<file path="src/rtl/irrigacao_pkg.sv">
// Shared definitions for the irrigation sequencer: state codes, default
// BCD durations and the BCD decrement helper.
package irrigacao_pkg;

  typedef enum logic [2:0] {
    ESTADO_IDLE      = 3'b000,
    ESTADO_VERIFICA  = 3'b001,
    ESTADO_GOTEJANDO = 3'b010,
    ESTADO_ASPERSAO  = 3'b011,
    ESTADO_LIMPEZA   = 3'b100,
    ESTADO_ERRO      = 3'b101
  } estado_e;

  localparam logic [7:0] T_GOTEJANDO_DEF = 8'h30;
  localparam logic [7:0] T_ASPERSAO_DEF  = 8'h15;
  localparam logic [7:0] T_LIMPEZA_DEF   = 8'h05;
  localparam logic [7:0] T_ERRO_DEF      = 8'h10;
  localparam int         RETRY_MAX_DEF   = 2;

  localparam logic [7:0] BCD_ZERO = 8'h00;
  localparam logic [7:0] BCD_ONE  = 8'h01;

  // Packed two-digit BCD minus one; a zero units digit borrows from the tens.
  function automatic logic [7:0] bcd_dec(input logic [7:0] v);
    logic [7:0] r;
    if (v[3:0] == 4'd0) begin
      r = {v[7:4] - 4'd1, 4'd9};
    end else begin
      r = {v[7:4], v[3:0] - 4'd1};
    end
    return r;
  endfunction

endpackage

</file>
<file path="src/rtl/irrigacao_ctrl_bcd_down_counter.sv">
// Two-digit BCD down counter with synchronous load, decrement enable and
// an is_one flag used to detect the last second of a timed state.
module bcd_down_counter
  import irrigacao_pkg::*;
(
  input  logic       clk,
  input  logic       rst_n,
  input  logic       load_i,
  input  logic [7:0] load_val_i,
  input  logic       dec_i,
  output logic [3:0] dezena_o,
  output logic [3:0] unidade_o,
  output logic       is_one_o
);

  logic [7:0] cnt_q;
  logic [7:0] cnt_d;

  // Load has priority over decrement.
  always_comb begin
    cnt_d = cnt_q;
    if (load_i) begin
      cnt_d = load_val_i;
    end else if (dec_i) begin
      cnt_d = bcd_dec(cnt_q);
    end else begin
      cnt_d = cnt_q;
    end
  end

  // Count register.
  always_ff @(posedge clk or negedge rst_n) begin
    if (!rst_n) begin
      cnt_q <= BCD_ZERO;
    end else begin
      cnt_q <= cnt_d;
    end
  end

  assign dezena_o  = cnt_q[7:4];
  assign unidade_o = cnt_q[3:0];
  assign is_one_o  = (cnt_q == BCD_ONE);

endmodule

</file>
<file path="src/rtl/irrigacao_ctrl.sv">
// Main irrigation sequencer: sensor check, drip or sprinkler run, cleaning,
// and an error hold with bounded retries ending in a latched fault.
module irrigacao_ctrl
  import irrigacao_pkg::*;
#(
  parameter logic [7:0] T_GOTEJANDO = T_GOTEJANDO_DEF,
  parameter logic [7:0] T_ASPERSAO  = T_ASPERSAO_DEF,
  parameter logic [7:0] T_LIMPEZA   = T_LIMPEZA_DEF,
  parameter logic [7:0] T_ERRO      = T_ERRO_DEF,
  parameter int         RETRY_MAX   = RETRY_MAX_DEF
) (
  input  logic       clk,
  input  logic       rst_n,
  input  logic       tick_1hz,
  input  logic       iniciar,
  input  logic       parar,
  input  logic       umidade_baixa,
  input  logic       temp_alta,
  input  logic       nivel_vazio,
  output logic [2:0] estado,
  output logic [3:0] dezena,
  output logic [3:0] unidade,
  output logic       valvula_gotejo,
  output logic       valvula_aspersor,
  output logic       alarme,
  output logic       falha_travada
);

  localparam logic [1:0] RETRY_LIM = 2'(RETRY_MAX);

  estado_e    estado_q, estado_d;
  logic [1:0] retry_q, retry_d;
  logic       travada_q, travada_d;
  logic       gotejo_q, aspersor_q, alarme_q;

  logic       cnt_load;
  logic [7:0] cnt_val;
  logic       cnt_dec;
  logic       cnt_is_one;

  bcd_down_counter u_cnt (
    .clk        (clk),
    .rst_n      (rst_n),
    .load_i     (cnt_load),
    .load_val_i (cnt_val),
    .dec_i      (cnt_dec),
    .dezena_o   (dezena),
    .unidade_o  (unidade),
    .is_one_o   (cnt_is_one)
  );

  // Next state, retry bookkeeping and counter commands; sensor aborts win over parar, parar over tick.
  always_comb begin
    estado_d  = estado_q;
    retry_d   = retry_q;
    travada_d = travada_q;
    cnt_load  = 1'b0;
    cnt_val   = BCD_ZERO;
    cnt_dec   = 1'b0;
    case (estado_q)
      ESTADO_IDLE: begin
        if (iniciar && !parar) begin
          estado_d = ESTADO_VERIFICA;
        end else begin
          estado_d = ESTADO_IDLE;
        end
      end
      ESTADO_VERIFICA: begin
        cnt_load = 1'b1;
        if (nivel_vazio) begin
          estado_d = ESTADO_ERRO;
          cnt_val  = T_ERRO;
        end else if (parar) begin
          estado_d = ESTADO_IDLE;
          retry_d  = 2'd0;
        end else if (temp_alta) begin
          estado_d = ESTADO_ASPERSAO;
          cnt_val  = T_ASPERSAO;
          retry_d  = 2'd0;
        end else if (umidade_baixa) begin
          estado_d = ESTADO_GOTEJANDO;
          cnt_val  = T_GOTEJANDO;
          retry_d  = 2'd0;
        end else begin
          estado_d = ESTADO_IDLE;
          retry_d  = 2'd0;
        end
      end
      ESTADO_GOTEJANDO, ESTADO_ASPERSAO: begin
        if (nivel_vazio) begin
          estado_d = ESTADO_ERRO;
          cnt_load = 1'b1;
          cnt_val  = T_ERRO;
        end else if (parar) begin
          estado_d = ESTADO_IDLE;
          cnt_load = 1'b1;
          retry_d  = 2'd0;
        end else if (tick_1hz && cnt_is_one) begin
          estado_d = ESTADO_LIMPEZA;
          cnt_load = 1'b1;
          cnt_val  = T_LIMPEZA;
        end else if (tick_1hz) begin
          cnt_dec = 1'b1;
        end else begin
          estado_d = estado_q;
        end
      end
      ESTADO_LIMPEZA: begin
        if (parar || (tick_1hz && cnt_is_one)) begin
          estado_d = ESTADO_IDLE;
          cnt_load = 1'b1;
          retry_d  = 2'd0;
        end else if (tick_1hz) begin
          cnt_dec = 1'b1;
        end else begin
          estado_d = ESTADO_LIMPEZA;
        end
      end
      ESTADO_ERRO: begin
        // Once latched, only iniciar leaves; the count stays frozen at 01.
        if (travada_q) begin
          if (iniciar) begin
            estado_d  = ESTADO_VERIFICA;
            travada_d = 1'b0;
            retry_d   = 2'd0;
            cnt_load  = 1'b1;
          end else begin
            estado_d = ESTADO_ERRO;
          end
        end else if (tick_1hz && cnt_is_one) begin
          retry_d = retry_q + 2'd1;
          if ((retry_q + 2'd1) == RETRY_LIM) begin
            travada_d = 1'b1;
          end else begin
            estado_d = ESTADO_VERIFICA;
            cnt_load = 1'b1;
          end
        end else if (tick_1hz) begin
          cnt_dec = 1'b1;
        end else begin
          estado_d = ESTADO_ERRO;
        end
      end
      default: begin
        estado_d  = ESTADO_IDLE;
        retry_d   = 2'd0;
        travada_d = 1'b0;
        cnt_load  = 1'b1;
      end
    endcase
  end

  // State, retry and output flag registers; flags track the state being entered.
  always_ff @(posedge clk or negedge rst_n) begin
    if (!rst_n) begin
      estado_q   <= ESTADO_IDLE;
      retry_q    <= 2'd0;
      travada_q  <= 1'b0;
      gotejo_q   <= 1'b0;
      aspersor_q <= 1'b0;
      alarme_q   <= 1'b0;
    end else begin
      estado_q   <= estado_d;
      retry_q    <= retry_d;
      travada_q  <= travada_d;
      gotejo_q   <= (estado_d == ESTADO_GOTEJANDO);
      aspersor_q <= (estado_d == ESTADO_ASPERSAO) || (estado_d == ESTADO_LIMPEZA);
      alarme_q   <= (estado_d == ESTADO_ERRO);
    end
  end

  assign estado           = estado_q;
  assign valvula_gotejo   = gotejo_q;
  assign valvula_aspersor = aspersor_q;
  assign alarme           = alarme_q;
  assign falha_travada    = travada_q;

endmodule

</file>
<file path="config.mk">
export PLATFORM = sky130hd
export DESIGN_NAME = irrigacao_ctrl
export DESIGN_NICKNAME = d
export VERILOG_FILES = /design/src/rtl/irrigacao_pkg.sv /design/src/rtl/irrigacao_ctrl_bcd_down_counter.sv /design/src/rtl/irrigacao_ctrl.sv
export SDC_FILE = /design/constraint.sdc
export NUM_CORES = 1
export LEC_CHECK = 0
export ABC_AREA = 1
export CAP_MARGIN = 10
export CORE_MARGIN = 2
export CORE_UTILIZATION = 59
export CTS_BUF_LIST = sky130_fd_sc_hd__clkbuf_8
export DETAILED_ROUTE_END_ITERATION = 10
export GPL_TIMING_DRIVEN = 0
export PLACE_DENSITY = 0.89
export REMOVE_ABC_BUFFERS = 1
export SYNTH_ARGS = -nofsm -noshare
export SYNTH_HDL_FRONTEND = slang
export SYNTH_SLANG_ARGS = --single-unit
</file>
<file path="constraint.sdc">
create_clock -name clk -period 3.9 [get_ports clk]
set_input_delay 0.39 -clock clk [delete_from_list [all_inputs] [get_ports clk]]
set_output_delay 0.39 -clock clk [all_outputs]
set_load 0.03 [all_outputs]
</file>
-- After elaboration in Yosys (flattened, before gate mapping)
Index checks and enable logic that the tools add are counted.
- bits in registers: 17
- output and inout bits: 15
- logic and storage cells: 98
- input bits: 8
- muxes and demuxes: 56
- equal/unequal tests: 17
- $add $sub $neg: 3
- bitwise gates (word level): 1
- reductions and logical operators: 13
- operators by type and width (operator ; number):
    $mux 3 ; 13
    $mux 6 ; 4
    $mux 8 ; 3
    $mux 2 ; 10
    $mux 1 ; 19
    $pmux 3 s5 ; 1
    $eq 3x2->1 const B ; 4
    $eq 3x3->1 const B ; 4
    $pmux 6 s2 ; 1
    $pmux 2 s5 ; 1
    $eq 8x1->1 const B ; 1
    $ne 2x2->1 const B ; 4
    $sub 4x1->4 const B ; 2
    $reduce_and 7->1 ; 1
    $ne 3x3->1 const B ; 2
    $mux 5 ; 1
    $reduce_or 5->1 ; 1
    $logic_not 4->1 ; 1
    $pmux 1 s4 ; 1
    $reduce_bool 2->1 ; 2
    $eq 3x1->1 const B ; 1
    $logic_not 3->1 ; 1
    $pmux 1 s3 ; 1
    $add 2x1->2 const B ; 1
    other kinds (8) ; 10

-- Depth between registers and ports, before layout
Gate-level depths: netlist of run 1.
- depth after elaboration: 8
- mapped depth: 14
- gate-level depth less buffers: 14

-- By module
Synthesis of run 1 repeated with hierarchy kept, for this count alone.
- cell total of the unflattened synthesis: 181
- area, all modules: 1292.5 um^2
- modules (own cells, without submodules) (module ; area an instance (um^2) ; cells each ; seq. area each (um^2) ; times used):
    irrigacao_ctrl ; 737.0 ; 112 ; 225.2 ; 1
    bcd_down_counter ; 555.5 ; 69 ; 200.2 ; 1

-- Worst setup path before layout of run 1
Ideal clock, no wire load.
- kind: reg2reg
- from: register estado_q[2] (netlist: estado[2])
- to: register u_cnt.cnt_q[0]
- slack: 1.923 ns
- cell stages (with the launch flop): 15
- data arrival time: 1.860 ns
- data required time: 3.783 ns
- path buffers: 0
- library setup time: 0.117 ns
- period minus slack after synthesis: 1.977 ns
- cells stage by stage: dfrtp_1 inv_2 ha_1 inv_1 nor2_2 nand2_1 nand2_1 nand3_1 nand2_1 nand2_2 clkinv_2 nor2_4 inv_2 nand2_1 nand2_1
- cells in the longest elaborated chain, start to end: 4
- elaborated cells between the ends (all ways): 12
- those cells by class: eq/ne (5); mux (4); reduce/logical (3)
- RTL lines (element ; line ; source):
    start: declaration ; irrigacao_ctrl.sv:31 ; estado_e estado_q, estado_d;
    start signal: assignment ; irrigacao_ctrl.sv:163 ; estado_q <= estado_d;
    $eq 3x2->1 ; irrigacao_ctrl.sv:60 ; case (estado_q)
    $reduce_or 2->1 ; irrigacao_ctrl.sv:60 ;
    $pmux 1 s4, or another cell as far along ; irrigacao_ctrl.sv:60 ;
    $mux 8 or $reduce_bool 2->1 (tied branches) ; - ;
    end signal: assignment ; irrigacao_ctrl_bcd_down_counter.sv:36 ; cnt_q <= cnt_d;
    end: declaration ; irrigacao_ctrl_bcd_down_counter.sv:16 ; logic [7:0] cnt_q;
Parallel ways exist; a longest one is shown, timed or not.
A chain may end at the register's enable or synchronous reset.

-- Final worst setup path of run 1
- from: register estado_q[2] (netlist: estado[2])
- to: register retry_q[1]
- cells in the longest elaborated chain, start to end: 4
- elaborated cells between the ends (all ways): 16
- those cells by class: eq/ne (11); mux (1); bitwise (1); reduce/logical (3)
- RTL lines (element ; line ; source):
    $eq 3x2->1 ; irrigacao_ctrl.sv:60 ;
    $reduce_or 2->1 ; irrigacao_ctrl.sv:60 ;
    $ne 2x2->1 (no line) ; - ;
    $reduce_and 7->1 (no line) ; - ;
    end signal: assignment ; irrigacao_ctrl.sv:164 ; retry_q <= retry_d;
    end: declaration ; irrigacao_ctrl.sv:32 ; logic [1:0] retry_q, retry_d;
Parallel ways exist; a longest one is shown, timed or not.

==> results of run 1 <==
[final cells by class]
cell class,instances,area share [%]
Clock buffer,3,2.51
Clock inverter,1,0.228
Inverter,33,7.60
Multi-Input combinational cell,151,48.3
Sequential cell,17,25.8
Tap cell,28,2.13
Timing Repair Buffer,22,13.4
[power by group through the flow]
stage | Clock (uW) | Sequential, uW | Combinational (uW)
after floorplan | 0 | 344 | 438
after global routing | 139 | 287 | 788
after detailed placement | 0 | 281 | 693
final | 133 | 279 | 701
after global placement | 0 | 276 | 674
after CTS | 131 | 278 | 702
[flip-flops by register name, summed over array words and instances (netlist names)]
| name | flops |
|---|---|
| valvula_aspersor | 1 |
| alarme | 1 |
| falha_travada | 1 |
| u_cnt.cnt_q | 8 |
| estado | 3 |
| valvula_gotejo | 1 |
| retry_q | 2 |
[how the worst min path moves through the flow]
stage                   start             end  slack [ps]
3_5_place_dp   u_cnt.cnt_q[5]  u_cnt.cnt_q[5]         500
2_1_floorplan           rst_n          alarme          90
6_report       u_cnt.cnt_q[5]  u_cnt.cnt_q[5]         500
4_1_cts            retry_q[1]      retry_q[1]         510
5_1_grt        u_cnt.cnt_q[5]  u_cnt.cnt_q[5]         540
3_3_place_gp       retry_q[1]      retry_q[1]         450
[worst max-delay path, stage by stage, from the launching register on]
cell	delay, ps
dfrtp_1	560
inv_2	150
ha_1	210
inv_1	160
nor2_2	80
nor4_1	530
nand3_1	170
nand2_1	110
nand2_1	50
[cells in the mapped netlist (2+ instances only)]
master	instances	area [sq um]
nand2_1	54	203
inv_1	26	97.6
nor2_1	26	97.6
dfrtp_1	17	425
nand3_1	16	80.1
o21ai_0	11	55.1
nand4_1	9	56.3
ha_1	7	87.6
inv_2	4	15.0
nor2_2	4	25.0
o21ai_1	4	20.0
nor3_1	3	15.0
a21oi_1	2	10.0
clkinv_1	2	7.51
nand3_2	2	20.0
nor2_4	2	22.5
nor3_2	2	20.0
[per-stage QoR]
stage,setup slack [ps],total power (uW)
6_report,1770,1110
5_1_grt,1520,1210
4_1_cts,1770,1110
3_5_place_dp,1800,974
3_3_place_gp,1860,950
2_1_floorplan,1920,782
[kinds of logic (layout without fill, tap and decap cells)]
logic type / Yosys count / in the layout / share of synthesized area [%]
buffers and inverters: 33 / 59 / 9.29
AO/OA/AOI/OAI: 21 / 21 / 9.02
AND/OR/NAND/NOR: 121 / 121 / 42.3
XOR/XNOR: 2 / 2 / 1.30
flip-flops: 17 / 17 / 31.6
adder cells (fa/ha/maj): 7 / 7 / 6.51
[routing by layer]
layer	part of all wire (%)	global-route usage, %	vias to the layer above
li1	-	-	702
met1	42	34.2	641
met5	0	0	-
met3	5.8	4.89	13
met4	3.1	11.4	0
met2	49	46.6	48
==> impl_metrics.ini, run 1 <==
[run_status]
status = finished clean

[timing]
setup_violations = 0
skew_ps = 5.08
fmax_mhz = 470
relSlewSlack_pct = 48.7
rsz0062_at_grt = false
tns_ps = 0
report.final.hold_viol_count = 0
hold_ws_ps = 502
finalCritPeriodShare_pct = 54.6
min_period_ps = 2130
tightest_slew_ps = 767
slew_violations = 0

[cells_and_area]
register_area_sq_um = 425
nets = 243
fin_cells = 255
fin_util_pct = 75.2
nFillCells = 174
final_common_cell = nand2_1
layout.cell_area.non_filler_sq_um = 1650
final_cell_mix = 54 x nand2_1, 27 x inv_1, 26 x nor2_1
area_delta_synth_final_pct = 22.3
drive_above_1_share_pct = 10.1
multiInputGateArea_sq_um = 796
diodes = 0

[clock_tree]
cts-resized-gates = 0
cts_sinks = 17
clk_path_buf_depth = 2
postCtsSetupBuffers = 0
ctsHoldBuffers = 0
insertion_delay_ps = 260
cts_buffers = 3
clk_pin_slew_worst_paths_ps = 70
cts_tree = built
cts_root_buf = clkbuf_8
htreeDepth = 1

[pwr]
peakVddDrop_mv = 0.441
sequentialPowerShare_pct = 25.1
power_frac_clock_pct = 11.9
power.share.combinational_pct = 63.0
power.density_nw_per_um2 = 676
internal_power_uw = 540
leakagePower_uw = 0.000834
power.share.switching_pct = 51.5
p_sw_uw = 573

[global_route]
grt_usage_pct = 27.4
grt_max_degree = 18
grt_pass1_wl_um = 5460
grt_pass1_vias = 1287
grt_overflow_total = 0
antenna_found_initial = 0

[placed_design]
placed_area_sq_um = 1600
dp.cells = 251
dp_hpwl_um = 2430
globalplace.congestion = 0.920
port_buffers = 22

[setup_path]
end_kind = flip-flop
critPathArrivalTime_ps = 2280
startpoint_type = flip-flop
worst-setup-path-type = flip-flop to flip-flop
crit_path_start = estado[2]
reg2reg_depth = 8
worstPathMaxFanout = 10
r2r_slack_ps = 1770
reg2reg_to = retry_q[1]
reg2reg_from = estado[2]
critPathCapture = retry_q[1]
worstPathRequired_ps = 4050

[floorplan]
rows = 17
initial_core_util_pct = 61.5
io_pins = 23
dieArea_sq_um = 2680
fp.dieH_um = 51.8
die_w_um = 51.8
coreArea_sq_um = 2190

[route]
wire_per_inst_um = 12.5
viasPerCell = 5.51
drc = 0
totalWireLength_um = 3180
route.vias.total = 1404
drt_iter0_drc = 35
ant_nets = 0
dr.pass1.iters = 4

[yosys]
async_flop_share_pct = 100
synth_ff_type = dfrtp_1
synth.distinct_cells = 27
ys_seq_elements = 17
synth_edf_count = 0
yosysSeqAreaShare_pct = 31.6
syn_area_sq_um = 1350
synth_cells = 201
yosysWarnings = 0
syn-mean-instance-area_sq_um = 6.70

[job]
max-cap-violations = 0

[worst_hold_path]
min_path_cells = 2
hold_path.class = flip-flop to flip-flop
Power figures use the tool's default switching activity.
==> inputs of run 2 (changes only) <==
CORE_UTILIZATION = 49   (was 59)
PLACE_DENSITY = 0.79   (was 0.89)
clock period = 1.9 ns   (was 3.9 ns; I/O delays follow)
==> run 2 against run 1 <==
Effect of this change:
- via count is 2.1% higher
- combinational power grew 140%
- sequential cell count is the same
- clock power grew 110%
- non-clock buffer count up 7
- power up 120%
- sequential power up 97%
- maximum frequency increased by 19%
- critical path depth up 4
- final area grew 7.7%
- count of clock-buffer cells in the layout unchanged
- die area up 19%
==> impl_metrics.ini, run 2 (synthesis results as in run 1) <==
[run_status]
status = finished clean

[global_route]
busiest_layer = met2
grt_usage_pct = 21.5
grt_pass1_wl_um = 5400
grt_overflow_total = 0
met2_usage_pct = 37.3
use_met1_pct = 26.0
use_met3_pct = 3.46
antenna_found_initial = 0
grt_pass1_vias = 1326
grt_max_degree = 18

[worst_hold_path]
hold_path.class = primary input to asynchronous set/reset pin

[floorplan]
die_w_um = 56.4
io_pins = 23
rows = 19
fp.dieH_um = 56.4
dieArea_sq_um = 3180
coreArea_sq_um = 2690
initial_core_util_pct = 50.1

[setup_path]
worstPathMaxFanout = 7
cp_num_buf_inv = 3
worst-path-stages = 12
reg2reg_from = estado[2]
worst-setup-path-type = flip-flop to flip-flop
r2r_slack_ps = 120
worstPathRequired_ps = 2090
critical-path-top-delay-family = simple AND/OR/NAND/NOR gates
slowest_stage = dfrtp_2
path_cells = inv_4 > ha_1 > inv_2 > nor2_4 > nand2_2 > clkinv_1 > nand2_1 > nand2_4 > nand2_1 > nor2_4 > o21ai_0 > o21ai_1
crit_path_start = estado[2]
reg2reg_to = u_cnt.cnt_q[3]
critPathMaxStageDelay_ps = 430
end_kind = flip-flop
reg2reg_depth = 12
critPathArrivalTime_ps = 1970
startpoint_type = flip-flop
critPathCapture = u_cnt.cnt_q[3]

[route]
viasPerCell = 5.39
route.vias.total = 1434
dr.pass1.iters = 4
drc = 0
totalWireLength_um = 3370
ant_nets = 0
drt_iter0_drc = 71
wire_per_inst_um = 12.7

[timing]
tightest_slew_ps = 797
rsz0062_at_grt = true
setup_slack_ps = 117
skew_ps = 2.68
setup_violations = 0
hold_ws_ps = 390
relSlewSlack_pct = 46.7
slew_violations = 0
tns_ps = 0
min_period_ps = 1780
report.final.hold_viol_count = 0
finalCritPeriodShare_pct = 93.9
fmax_mhz = 561

[pwr]
internal_power_uw = 1200
sequentialPowerShare_pct = 22.2
power.share.switching_pct = 51.5
power_frac_clock_pct = 11.2
power.density_nw_per_um2 = 1400
peakVddDrop_mv = 0.966
leakagePower_uw = 0.000879
p_sw_uw = 1270
power.share.combinational_pct = 66.6

[clock_tree]
cts_sinks = 17
clk_path_buf_depth = 2
ctsHoldBuffers = 0
cts_buffers = 3
clk_pin_slew_worst_paths_ps = 70
cts_tree = built
insertion_delay_ps = 260
cts_root_buf = clkbuf_8
htreeDepth = 1

[cells_and_area]
nFillCells = 234
drive_above_1_share_pct = 18.7
fin_cells = 266
final_common_cell = nand2_1
register_area_sq_um = 428
diodes = 0
largest-register = u_cnt.cnt_q
fin_util_pct = 66.0
area_delta_synth_final_pct = 31.7
multiInputGateArea_sq_um = 860
nets = 251
final_cell_mix = 51 x nand2_1, 24 x inv_1, 24 x nor2_1
largest_reg_flops = 8

[placed_design]
port_buffers = 22
post-place-ws_ps = -197
dp_hpwl_um = 2320
dp.cells = 254
globalplace.congestion = 0.934

[job]
max-cap-violations = 0
## run 2: timing repair
action,in CTS,in global routing
setup endpoints to repair,10,14
buffers inserted,1,6
pin swaps,0,4
gates resized for setup,5,15
gates cloned,0,1
## run 2: how the worst min path moves through the flow
stage	start	slack (ps)	end	cells after the start
CTS	rst_n	420	u_cnt.cnt_q[3]	1
global route	rst_n	460	u_cnt.cnt_q[4]	1
floorplan	rst_n	-110	alarme	0
finish	rst_n	390	u_cnt.cnt_q[3]	1
detailed placement	retry_q[1]	460	retry_q[1]	2
global placement	retry_q[1]	450	retry_q[1]	2
## run 2: power groups by stage
stage	registers (uW)	logic [uW]	clock network (uW)
finish	550	1650	277
detailed placement	573	1410	0
floorplan	706	899	0
global route	565	1830	294
CTS	550	1460	282
global placement	571	1390	0
## run 2: area by class of cell
type	count	area share, %
clock buffer	3	2.33
timing repair buffer	29	15.4
tap	31	2.19
multi-input combinational	152	48.5
sequential	17	24.1
inverter	33	7.27
clock inverter	1	0.212
## run 2: metrics by stage
stage	area [sq um]	power, uW
after CTS	1670	2290
final	1770	2470
after detailed placement	1610	1980
after global placement	1610	1960
after global routing	1770	2690
after floorplan	1350	1610
## run 2: routing by layer
metal,part of all wire (%),vias up
li1,-,718
met1,45,663
met2,48,42
met3,4.1,11
met4,3.6,0
met5,0,-
==> inputs of run 3 (changes only) <==
REMOVE_ABC_BUFFERS = unset   (was 1)
SKIP_CTS_REPAIR_TIMING = 1   (was unset)
==> run 3 against run 2 <==
Effect of this change:
- worst hold slack better by 0.73 ps
- power is 2.8% higher
- setup slack got worse by 29 ps
- final area up 3.0%
- combinational power rose by 4%
- non-clock buffer count is 5 higher
- clock skew increased by 2.9 ps
- first-iteration DRC count fell by 9.9%
- critical path depth down 4
- global-route usage fell by 0.51 points
- wire length increased by 3.1%
- largest cell class unchanged
- highest routed layer unchanged
==> impl_metrics.ini, run 3 (synthesis results as in run 1) <==
[cells_and_area]
final_cell_mix = 47 x nand2_1, 25 x nor2_1, 24 x inv_1
area_delta_synth_final_pct = 35.7
final_common_cell = nand2_1
drive_above_1_share_pct = 21.7
largest-register = u_cnt.cnt_q
fin_util_pct = 68.0
largest_reg_flops = 8
diodes = 0
layout.cell_area.non_filler_sq_um = 1830
nets = 256

[setup_path]
startpoint_type = flip-flop
cp_num_buf_inv = 2
cp_common_cell = nand2_1
worstPathMaxFanout = 6
worstPathRequired_ps = 2050
critPathArrivalTime_ps = 1960
worst-setup-path-type = flip-flop to flip-flop
end_kind = flip-flop
path_cells = inv_4 > ha_1 > inv_2 > nor2_4 > nor4_1 > nand3_1 > nand2_1 > nand2_1
crit_path_start = estado[2]
reg2reg_from = estado[2]
slowest_stage = nor4_1
critical-path-top-delay-family = simple AND/OR/NAND/NOR gates
critPathMaxStageDelay_ps = 520

[route]
drt_iter0_drc = 64
dr.pass1.iters = 4
drc = 0
totalWireLength_um = 3470
viasPerCell = 5.43
wire_per_inst_um = 12.8
route.vias.total = 1471
ant_nets = 0

[timing]
tightest_slew_ps = 788
relSlewSlack_pct = 47.3
skew_ps = 5.56
report.final.hold_viol_count = 0
fmax_mhz = 552
setup_violations = 0
slew_violations = 0
finalCritPeriodShare_pct = 95.4
min_period_ps = 1810

[pwr]
peakVddDrop_mv = 1.06
leakagePower_uw = 0.000911
power.density_nw_per_um2 = 1390

[clock_tree]
htreeDepth = 1
cts_tree = built
cts_sinks = 17
cts_buffers = 3
insertion_delay_ps = 260
clk_pin_slew_worst_paths_ps = 70
cts_root_buf = clkbuf_8
clk_path_buf_depth = 2

[global_route]
grt_usage_pct = 21.0
use_met3_pct = 3.69
grt_pass1_vias = 1276
grt_overflow_total = 0
use_met1_pct = 28.7
met2_usage_pct = 33.1
grt_pass1_wl_um = 5360
busiest_layer = met2
grt_max_degree = 18
antenna_found_initial = 0

[run_status]
status = finished clean

[job]
max-cap-violations = 0

[floorplan]
initial_core_util_pct = 50.1
rows = 19
die_w_um = 56.4
dieArea_sq_um = 3180
fp.dieH_um = 56.4
coreArea_sq_um = 2690
io_pins = 23

[yosys]
syn-num-nets = 216

[worst_hold_path]
hold_path.class = primary input to asynchronous set/reset pin

[placed_design]
port_buffers = 22
dp_hpwl_um = 2290
placed_area_sq_um = 1610
globalplace.congestion = 0.922
## run 3: cell count changes in the layout (fill, tap and decap cells not counted), moves of 2 or more
cell,delta
buf_4,+5
nand2_1,-4
nand2_2,+3
nor2_2,-2
## run 3: where the power goes
group / switching, uW / total [uW] / internal [uW]
Combinational: 1070 / 1710 / 640
Sequential: 99.4 / 558 / 459
Clock: 132 / 275 / 144
Total: 1300 / 2540 / 1240
## run 3: worst paths after layout
path,to,slack (ps),cells after the start
hold reg to reg,retry_q[1],470,2
hold / removal,u_cnt.cnt_q[4],390,1
max in group asynchronous,estado[2],970,1
setup / recovery,retry_q[1],90,8
setup reg to reg,retry_q[1],90,8
min in group clk,retry_q[1],470,2
## run 3: area by class of cell
class | count | area, sq um
multi-input cells | 152 | 876
fillers | 222 | 860
flip-flops and latches | 17 | 428
repair buffers | 34 | 310
inverters | 33 | 129
clock buffers | 3 | 41.3
well taps | 31 | 38.8
clock inverters | 1 | 3.75
## run 3: per-layer routing
layer | up-vias | part of all wire [%]
met4 | 0 | 1.6
met2 | 61 | 49
met3 | 7 | 5.7
li1 | 727 | -
met1 | 676 | 44
met5 | - | 0
## run 3: per-stage QoR
stage	instances	setup slack (ps)	total power, uW	TNS (ps)	hold slack [ps]
after floorplan	201	32.0	1610	0	-106
after global placement	254	-113	1960	-481	456
after detailed placement	254	-139	1990	-664	468
after CTS	258	-176	2270	-1010	418
after global routing	271	-59.3	2770	-135	475
final	271	88.1	2540	0	391
